**config.mk**
```make
export PLATFORM = sky130hd
export DESIGN_NAME = app_state_ctrl
export DESIGN_NICKNAME = d
export VERILOG_FILES = /design/src/rtl/app_pkg.sv /design/src/rtl/dwell_timer.sv /design/src/rtl/app_state_ctrl.sv
export SDC_FILE = /design/constraint.sdc
export NUM_CORES = 1
export LEC_CHECK = 0
export ABC_AREA = 1
export BUFFER_PORTS_ARGS = -buffer_cell sky130_fd_sc_hd__buf_2
export CAP_MARGIN = 40
export CORE_ASPECT_RATIO = 1.2
export CORE_MARGIN = 5
export CORE_UTILIZATION = 35
export DETAILED_ROUTE_END_ITERATION = 16
export SYNTH_ARGS = -nofsm -noshare
export SYNTH_HDL_FRONTEND = slang
export SYNTH_SLANG_ARGS = --single-unit
```
**constraint.sdc**
```tcl
create_clock -name clk -period 3.9 [get_ports clk]
set_input_delay 0.78 -clock clk [delete_from_list [all_inputs] [get_ports clk]]
set_output_delay 0.78 -clock clk [all_outputs]
set_load 0.01 [all_outputs]
```
**src/rtl/app_pkg.sv**
```systemverilog
// Shared application state codes and menu indices, used by the sequencer and the display/7-seg output mux.
// Pure definitions: no latency, no flow control.
package app_pkg;

  localparam logic [3:0] ST_LOCKED      = 4'b1111;
  localparam logic [3:0] ST_MENU        = 4'b0000;
  localparam logic [3:0] ST_VOLUME      = 4'b0001;
  localparam logic [3:0] ST_POKEMON     = 4'b0010;
  localparam logic [3:0] ST_POKE_OVER   = 4'b0011;
  localparam logic [3:0] ST_FRUIT       = 4'b0100;
  localparam logic [3:0] ST_POTION      = 4'b0101;
  localparam logic [3:0] ST_LOADING     = 4'b0110;
  localparam logic [3:0] ST_POTION_LOSE = 4'b0111;
  localparam logic [3:0] ST_POTION_WIN  = 4'b1000;
  localparam logic [3:0] ST_FRUIT_OVER  = 4'b1001;

  localparam logic [1:0] SEL_VOLUME  = 2'd0;
  localparam logic [1:0] SEL_POKEMON = 2'd1;
  localparam logic [1:0] SEL_FRUIT   = 2'd2;
  localparam logic [1:0] SEL_POTION  = 2'd3;

  function automatic logic [3:0] game_state(input logic [1:0] sel);
    logic [3:0] st;
    case (sel)
      SEL_VOLUME:  st = ST_VOLUME;
      SEL_POKEMON: st = ST_POKEMON;
      SEL_FRUIT:   st = ST_FRUIT;
      default:     st = ST_POTION;
    endcase
    return st;
  endfunction

  function automatic logic is_result(input logic [3:0] st);
    return (st == ST_POKE_OVER) || (st == ST_POTION_LOSE) ||
           (st == ST_POTION_WIN) || (st == ST_FRUIT_OVER);
  endfunction

endpackage

```
**src/rtl/dwell_timer.sv**
```systemverilog
// Dwell counter with sync clear/enable; done is combinational on cnt==term while enabled.
// No backpressure; clear has priority over enable.
module dwell_timer #(
  parameter int unsigned CNT_W = 32
) (
  input  logic             clk,
  input  logic             reset,
  input  logic             clear,
  input  logic             enable,
  input  logic [CNT_W-1:0] term,
  output logic             done
);

  logic [CNT_W-1:0] cnt;

  always_ff @(posedge clk) begin
    if (reset || clear) begin
      cnt <= '0;
    end else if (enable) begin
      cnt <= cnt + 1'b1;
    end
  end

  assign done = enable && (cnt == term);

endmodule

```
**src/rtl/app_state_ctrl.sv**
```systemverilog
// Application sequencer: lock/menu/loading/game/result states with registered state, cursor and game_start.
// All outputs change one clock after the causing event pulse; inputs are never stalled.
module app_state_ctrl
  import app_pkg::*;
#(
  parameter int unsigned LOAD_CYCLES   = 200_000_000,
  parameter int unsigned RESULT_CYCLES = 300_000_000,
  parameter int unsigned CNT_W         = 32
) (
  input  logic       clk,
  input  logic       reset,
  input  logic       unlock,
  input  logic       lock_req,
  input  logic       btnU,
  input  logic       btnD,
  input  logic       btnC,
  input  logic       btnL,
  input  logic       poke_done,
  input  logic       potion_win,
  input  logic       potion_lose,
  input  logic       fruit_done,
  output logic [3:0] state,
  output logic [1:0] menu_sel,
  output logic       game_start
);

  localparam logic [CNT_W-1:0] LOAD_TERM   = CNT_W'(LOAD_CYCLES - 1);
  localparam logic [CNT_W-1:0] RESULT_TERM = CNT_W'(RESULT_CYCLES - 1);

  logic [3:0] state_r, state_nxt;
  logic [1:0] sel_r, sel_nxt;
  logic [1:0] target_r, target_nxt;
  logic       gs_r, gs_nxt;
  logic       tmr_en, tmr_clr, tmr_done;
  logic [CNT_W-1:0] tmr_term;

  assign tmr_en   = (state_r == ST_LOADING) || is_result(state_r);
  assign tmr_term = (state_r == ST_LOADING) ? LOAD_TERM : RESULT_TERM;
  // Any state change restarts the dwell count, so the two timed phases can share one counter.
  assign tmr_clr  = (state_nxt != state_r);

  dwell_timer #(.CNT_W(CNT_W)) u_dwell (
    .clk    (clk),
    .reset  (reset),
    .clear  (tmr_clr),
    .enable (tmr_en),
    .term   (tmr_term),
    .done   (tmr_done)
  );

  always_comb begin
    state_nxt  = state_r;
    sel_nxt    = sel_r;
    target_nxt = target_r;
    gs_nxt     = 1'b0;
    if (lock_req) begin
      state_nxt = ST_LOCKED;
    end else begin
      case (state_r)
        ST_LOCKED: if (unlock) state_nxt = ST_MENU;
        ST_MENU: begin
          if (btnC) begin
            state_nxt  = ST_LOADING;
            target_nxt = sel_r;
          end else if (btnU && !btnD) begin
            sel_nxt = sel_r - 2'd1;
          end else if (btnD && !btnU) begin
            sel_nxt = sel_r + 2'd1;
          end
        end
        ST_LOADING: begin
          if (btnL) begin
            state_nxt = ST_MENU;
          end else if (tmr_done) begin
            state_nxt = game_state(target_r);
            gs_nxt    = 1'b1;
          end
        end
        ST_VOLUME: if (btnL) state_nxt = ST_MENU;
        ST_POKEMON: begin
          if (poke_done)  state_nxt = ST_POKE_OVER;
          else if (btnL)  state_nxt = ST_MENU;
        end
        ST_FRUIT: begin
          if (fruit_done) state_nxt = ST_FRUIT_OVER;
          else if (btnL)  state_nxt = ST_MENU;
        end
        ST_POTION: begin
          if (potion_win)       state_nxt = ST_POTION_WIN;
          else if (potion_lose) state_nxt = ST_POTION_LOSE;
          else if (btnL)        state_nxt = ST_MENU;
        end
        ST_POKE_OVER, ST_POTION_LOSE, ST_POTION_WIN, ST_FRUIT_OVER:
          if (btnC || tmr_done) state_nxt = ST_MENU;
        default: state_nxt = ST_LOCKED;
      endcase
    end
  end

  always_ff @(posedge clk) begin
    if (reset) begin
      state_r  <= ST_LOCKED;
      sel_r    <= SEL_VOLUME;
      target_r <= SEL_VOLUME;
      gs_r     <= 1'b0;
    end else begin
      state_r  <= state_nxt;
      sel_r    <= sel_nxt;
      target_r <= target_nxt;
      gs_r     <= gs_nxt;
    end
  end

  assign state      = state_r;
  assign menu_sel   = sel_r;
  assign game_start = gs_r;

endmodule

```
Word-level counts from Yosys, hierarchy flattened
Index checks and enable logic that the tools add are counted.
{"block": "op_classes", "n_eq_ne": 14, "add_sub_neg": 3, "mux": 17, "reduce_logical": 18, "bitwise": 3}
{"operator": "$mux W4", "count": 11}
{"operator": "$add A32 B1 Y32 const B", "count": 1}
{"operator": "$eq A32 B29 Y1", "count": 1}
{"operator": "$pmux W4 S8", "count": 1}
{"operator": "$mux W29", "count": 1}
{"operator": "$eq A4 B3 Y1 const B", "count": 4}
{"operator": "$eq A4 B4 Y1 const B", "count": 3}
{"operator": "$pmux W3 S3", "count": 1}
{"operator": "$eq A4 B2 Y1 const B", "count": 2}
{"operator": "$reduce_or A4 Y1", "count": 2}
{"operator": "$logic_or A1 B1 Y1", "count": 6}
{"operator": "$eq A4 B1 Y1 const B", "count": 1}
{"operator": "$logic_not A4 Y1", "count": 1}
{"operator": "$mux W2", "count": 2}
{"operator": "$ne A4 B4 Y1", "count": 1}
{"operator": "$reduce_and A4 Y1", "count": 1}
{"operator": "$logic_and A1 B1 Y1", "count": 3}
{"operator": "$not A1 Y1", "count": 3}
{"operator": "$reduce_and A3 Y1", "count": 1}
{"operator": "$add A2 B1 Y2 const B", "count": 1}
{"operator": "$eq A2 B1 Y1 const B", "count": 1}
{"operator": "$eq A2 B2 Y1 const B", "count": 1}
{"operator": "$logic_not A1 Y1", "count": 2}
{"operator": "$logic_not A2 Y1", "count": 1}
{"operator": "3 further kinds", "count": 3}
{"block": "word_totals", "out_inout_bits": 7, "ff_bits": 41, "in_bits": 12, "wordCells": 60}

Depth between registers and ports, before layout
{"block": "logic_depth", "ltp_word": 12, "depth_mapped": 17, "ltp_nobuf": 15}

Cells and area by module
From an unflattened synthesis, not the netlist that was laid out.
{"block": "hier_totals", "cells_unflattened": 565, "hier_area_um2": 3344.5}
{"mod": "dwell_timer", "instances": 1, "area_each_um2": 2421.1, "cells_each": 405, "seq_area_each_um2": 640.6}
{"mod": "app_state_ctrl", "instances": 1, "area_each_um2": 923.4, "cells_each": 160, "seq_area_each_um2": 180.2}

Least setup slack after synthesis
OpenSTA, ideal clock, no wires.
{"block": "synth_timing", "path_kind": "in2reg", "from": "input port btnL", "to": "register u_dwell.cnt[24]", "t_required_ns": 3.827, "stages": 11, "path_buffers": 1, "setup_slack_ns": 1.978, "setup_time_ns": 0.073, "t_arrival_ns": 1.849, "cell_sequence": "inv_1 -> nand3_1 -> a21oi_1 -> nor3_1 -> nor2_1 -> nor2_1 -> nand2_1 -> inv_2 -> nand3_4 -> buf_6 -> nor3_2"}
{"block": "synth_between", "elab_chain_len": 7, "word_cells_on_any_way": 10, "cone_classes": "eq/ne (1); mux (8); reduce/logical (1)"}
{"element": "start: declaration", "line": "app_state_ctrl.sv:17", "text": "input logic btnL,"}
{"element": "$mux W4"}
{"element": "$mux W4", "line": "app_state_ctrl.sv:90", "text": "else if (potion_lose) state_nxt = ST_POTION_LOSE;"}
{"element": "$mux W4", "line": "app_state_ctrl.sv:89", "text": "if (potion_win) state_nxt = ST_POTION_WIN;"}
{"element": "$pmux W4 S8 (*)", "line": "app_state_ctrl.sv:59", "text": "case (state_r)"}
{"element": "$mux W4 (*)", "line": "app_state_ctrl.sv:56", "text": "if (lock_req) begin"}
{"element": "$ne A4 B4 Y1 (*)", "line": "app_state_ctrl.sv:40", "text": "assign tmr_clr = (state_nxt != state_r);"}
{"element": "$logic_or A1 B1 Y1 (*)", "line": "dwell_timer.sv:17", "text": "if (reset || clear) begin"}
{"element": "end signal: assignment", "line": "dwell_timer.sv:20", "text": "cnt <= cnt + 1'b1;"}
{"element": "end: declaration", "line": "dwell_timer.sv:14", "text": "logic [CNT_W-1:0] cnt;"}
Mark *: on every way between the ends. The rest lies on a longest branch, timed or not.
A chain may end at the register's enable or synchronous reset.

Worst setup path after layout
{"block": "layout_timing", "from": "register state_r[0] (netlist: state[0])", "to": "register u_dwell.cnt[27]"}
{"block": "layout_between", "elab_chain_len": 12, "word_cells_on_any_way": 34, "cone_classes": "eq/ne (12); mux (13); reduce/logical (9)"}
{"element": "start: declaration", "line": "app_state_ctrl.sv:30", "text": "logic [3:0] state_r, state_nxt;"}
{"element": "start signal: assignment", "line": "app_state_ctrl.sv:107", "text": "state_r <= state_nxt;"}
{"element": "branches (longest 12 deep; another with $eq A32 B29 Y1)"}
Parallel ways; which one is timed is not known.

==> run summary <==
Status -> finished clean
HP Start -> menu_sel[1]$_SDFFE_PP0P_
Clock sink count -> 41
Crit path largest cell delay -> 590 ps
Worst Tran Pin Value -> 589 ps
Most frequent cells in the layout -> 67 x nand2_1, 54 x inv_1, 44 x nor2_1, 41 x dfxtp_1, 30 x nor3_2
Crit path max fanout -> 32
Starting Density -> 0.353
Flop2flop setup slack -> 1320 ps
Hold/Removal Path Class -> reg -> reg
Synth Register Bits -> 41
Min cycle time layout -> 2580 ps
Switching Fraction -> 0.324
Fmax -> 388 MHz
Total CTS buffers -> 5
Number of DRC markers after the initial detailed-route iteration -> 123
Longest Clk Path Bufs -> 2
Max_slew headroom -> 0.607
Worst r2r src -> state[0]$_SDFF_PP1_
Post-CTS Setup Bufs -> 0
Root buf cell -> clkbuf_8
Clk pwr share -> 0.363
IO Port Bufs -> 18
Nets@finish -> 424
Final wirelength -> 6.24 mm
Dpl hpwl -> 4.70 mm
Worst Hold Slack -> 487 ps
Yosys top cell area share -> 0.290
Crit end category -> flip-flop
Via-per-instance ratio -> 4.81
Crit path from -> state[0]$_SDFF_PP1_
Unrepaired setup endpoints after global routing -> false
Worst Path Required -> 4120 ps
Synthesized net count -> 406
Total of warnings raised by yosys -> 0
Post-place setup slack -> 1290 ps
Worst vdd ir -> 0.000201 V
Antenna viol nets, final -> 0
Commonest non-fill, non-tap cell in the layout -> nand2_1
Final RePlAce weighted congestion -> 0.928
Core area -> 8020 um2
Vias -> 2417
CTS Hold Bufs -> 0
Post_cts resized -> 0
Worst-path clk slew -> 80 ps
Setup TNS -> 0 ps
Final period util -> 0.660
Sequential share of power -> 0.428
Die Ht -> 108 um
Power Density -> 330 nW/um2
Clock Latency Late Sink -> 300 ps
Diode count -> 0
Number of cell rows -> 36
Post-Syn Area -> 2830 um2
Clock Skew -> 13.6 ps
Worst Setup Path Type -> reg -> reg
Internal power -> 688 uW
Hold Vio Cnt, Final -> 0
Lkg Pwr -> 1.14 nW
Vias in the first global route -> 2478
Leading area contributor after synthesis -> dfxtp_1
Cell breakdown of the critical path -> nand2_1 -> nor2_1 -> nor2_1 -> nor2_2 -> nand3_1 -> nor3_1 -> nand3_1 -> nand2_2 -> nand3_4 -> nor3_2
Critical path data arrival time -> 2800 ps
Final-report setup violation count -> 0
Share of post-route cells with drive strength above 1 -> 0.201
Die width -> 92.0 um
Grt ovf -> 0
Area delta synth->final -> 9.16%
Total GRT Usage -> 0.136
Avg WL per Cell -> 12.4 um
DRC -> 0
Cell variety after synth -> 28
Mean post-synth cell area -> 7.27 um2
Startpoint Class -> flip-flop
Worst Setup Slack, final -> 1320 ps
Post-synthesis cell count -> 389
Largest net degree at the start of global routing -> 33
Total of max-cap violations -> 0
DRT Pass-1 Iters -> 5
Pins over their slew limit -> 0
First-pass GRT wire length -> 11.2 mm
Initial antenna violation count -> 0
Highest-delay cell along the critical path -> dfxtp_1
# IOs -> 19
CTS tree -> built
Die ar. -> 9980 um2
Combinational Power Share -> 0.209
Dominant cells by area after synthesis -> dfxtp_1 29%, nor3_2 11%, nand2_1 8.9%
Htree depth -> 2
Post-synthesis sequential area ratio -> 0.290
Psw -> 330 uW
==> layer usage <==
metal | vias up | GRT usage | share of wire
met2 | 46 | 0.246 | 0.49
li1 | 1290 | - | -
met1 | 1076 | 0.165 | 0.47
met5 | - | 0 | 0
met3 | 5 | 0.0278 | 0.032
met4 | 0 | 0.0308 | 0.0080
==> flip-flops by register name, summed over array words and instances, names as in the netlist <==
signal,count
game_start,1
menu_sel,2
u_dwell.cnt,32
state,4
target_r,2
==> synth_stat cells <==
cell	instances
nor3_1	18
nor2_1	44
nand2_2	4
ha_1	5
xnor2_1	12
buf_4	1
nand3b_1	1
nand4_1	17
inv_2	7
nand3_2	4
mux2i_1	1
nor2_2	4
nor2_4	3
a21oi_1	8
nor3_2	30
or2_2	1
nand3_1	25
inv_1	54
xor2_1	18
nand3_4	2
nand2_1	67
nor4_1	5
dfxtp_1	41
nor2_8	1
o21ai_0	6
o21a_1	1
o211ai_1	2
buf_6	7
==> stage by stage <==
stage               cells  power, mW  utilization  area (um2)
global route          503       1.06        0.385        3090
detailed placement    495      0.662        0.370        2970
CTS                   503       1.03        0.385        3090
floorplan             389      0.634            -        2830
global placement      494      0.644        0.368        2950
finish                503       1.02        0.385        3090
==> power groups by stage <==
stage	clock [mW]	combinational, mW	sequential, mW
after floorplan	0	0.193	0.441
after global placement	0	0.198	0.446
after detailed placement	0	0.216	0.446
after CTS	0.374	0.217	0.436
after global routing	0.389	0.236	0.437
final	0.370	0.213	0.436
==> area by class of cell <==
| type | count | area (um2) |
|---|---|---|
| Timing Repair Buffer | 19 | 110 |
| Clock buffer | 7 | 86.3 |
| Fill cell | 827 | 4930 |
| Sequential cell | 41 | 821 |
| Inverter | 61 | 229 |
| Clock inverter | 1 | 30.0 |
| Tap cell | 95 | 119 |
| Multi-Input combinational cell | 279 | 1690 |
==> critical path: cells and delay by family, from the launching register on <==
| kind | cells | cell delay [ps] |
|---|---|---|
| simple gates | 10 | 1920 |
| flops | 1 | 590 |
==> logic make-up (layout without fill, tap and decap cells) <==
logic type,after synthesis,count (layout),share of synthesized area
AND/OR/NAND/NOR,226,226,0.447
adder cells (fa/ha/maj),5,5,0.0221
buffers and inverters,69,88,0.112
flip-flops,41,41,0.290
AO/OA/AOI/OAI,17,17,0.0328
multiplexers,1,1,0.00354
XOR/XNOR,30,30,0.0930
==> worst paths after layout <==
kind,endpoint,depth (start not counted)
max,u_dwell.cnt[27]$_SDFFE_PP0P_,10
min,menu_sel[1]$_SDFFE_PP0P_,1
max reg2reg,u_dwell.cnt[27]$_SDFFE_PP0P_,10
min reg2reg,menu_sel[1]$_SDFFE_PP0P_,1
Note: power is estimated with default switching activity, not from simulation.
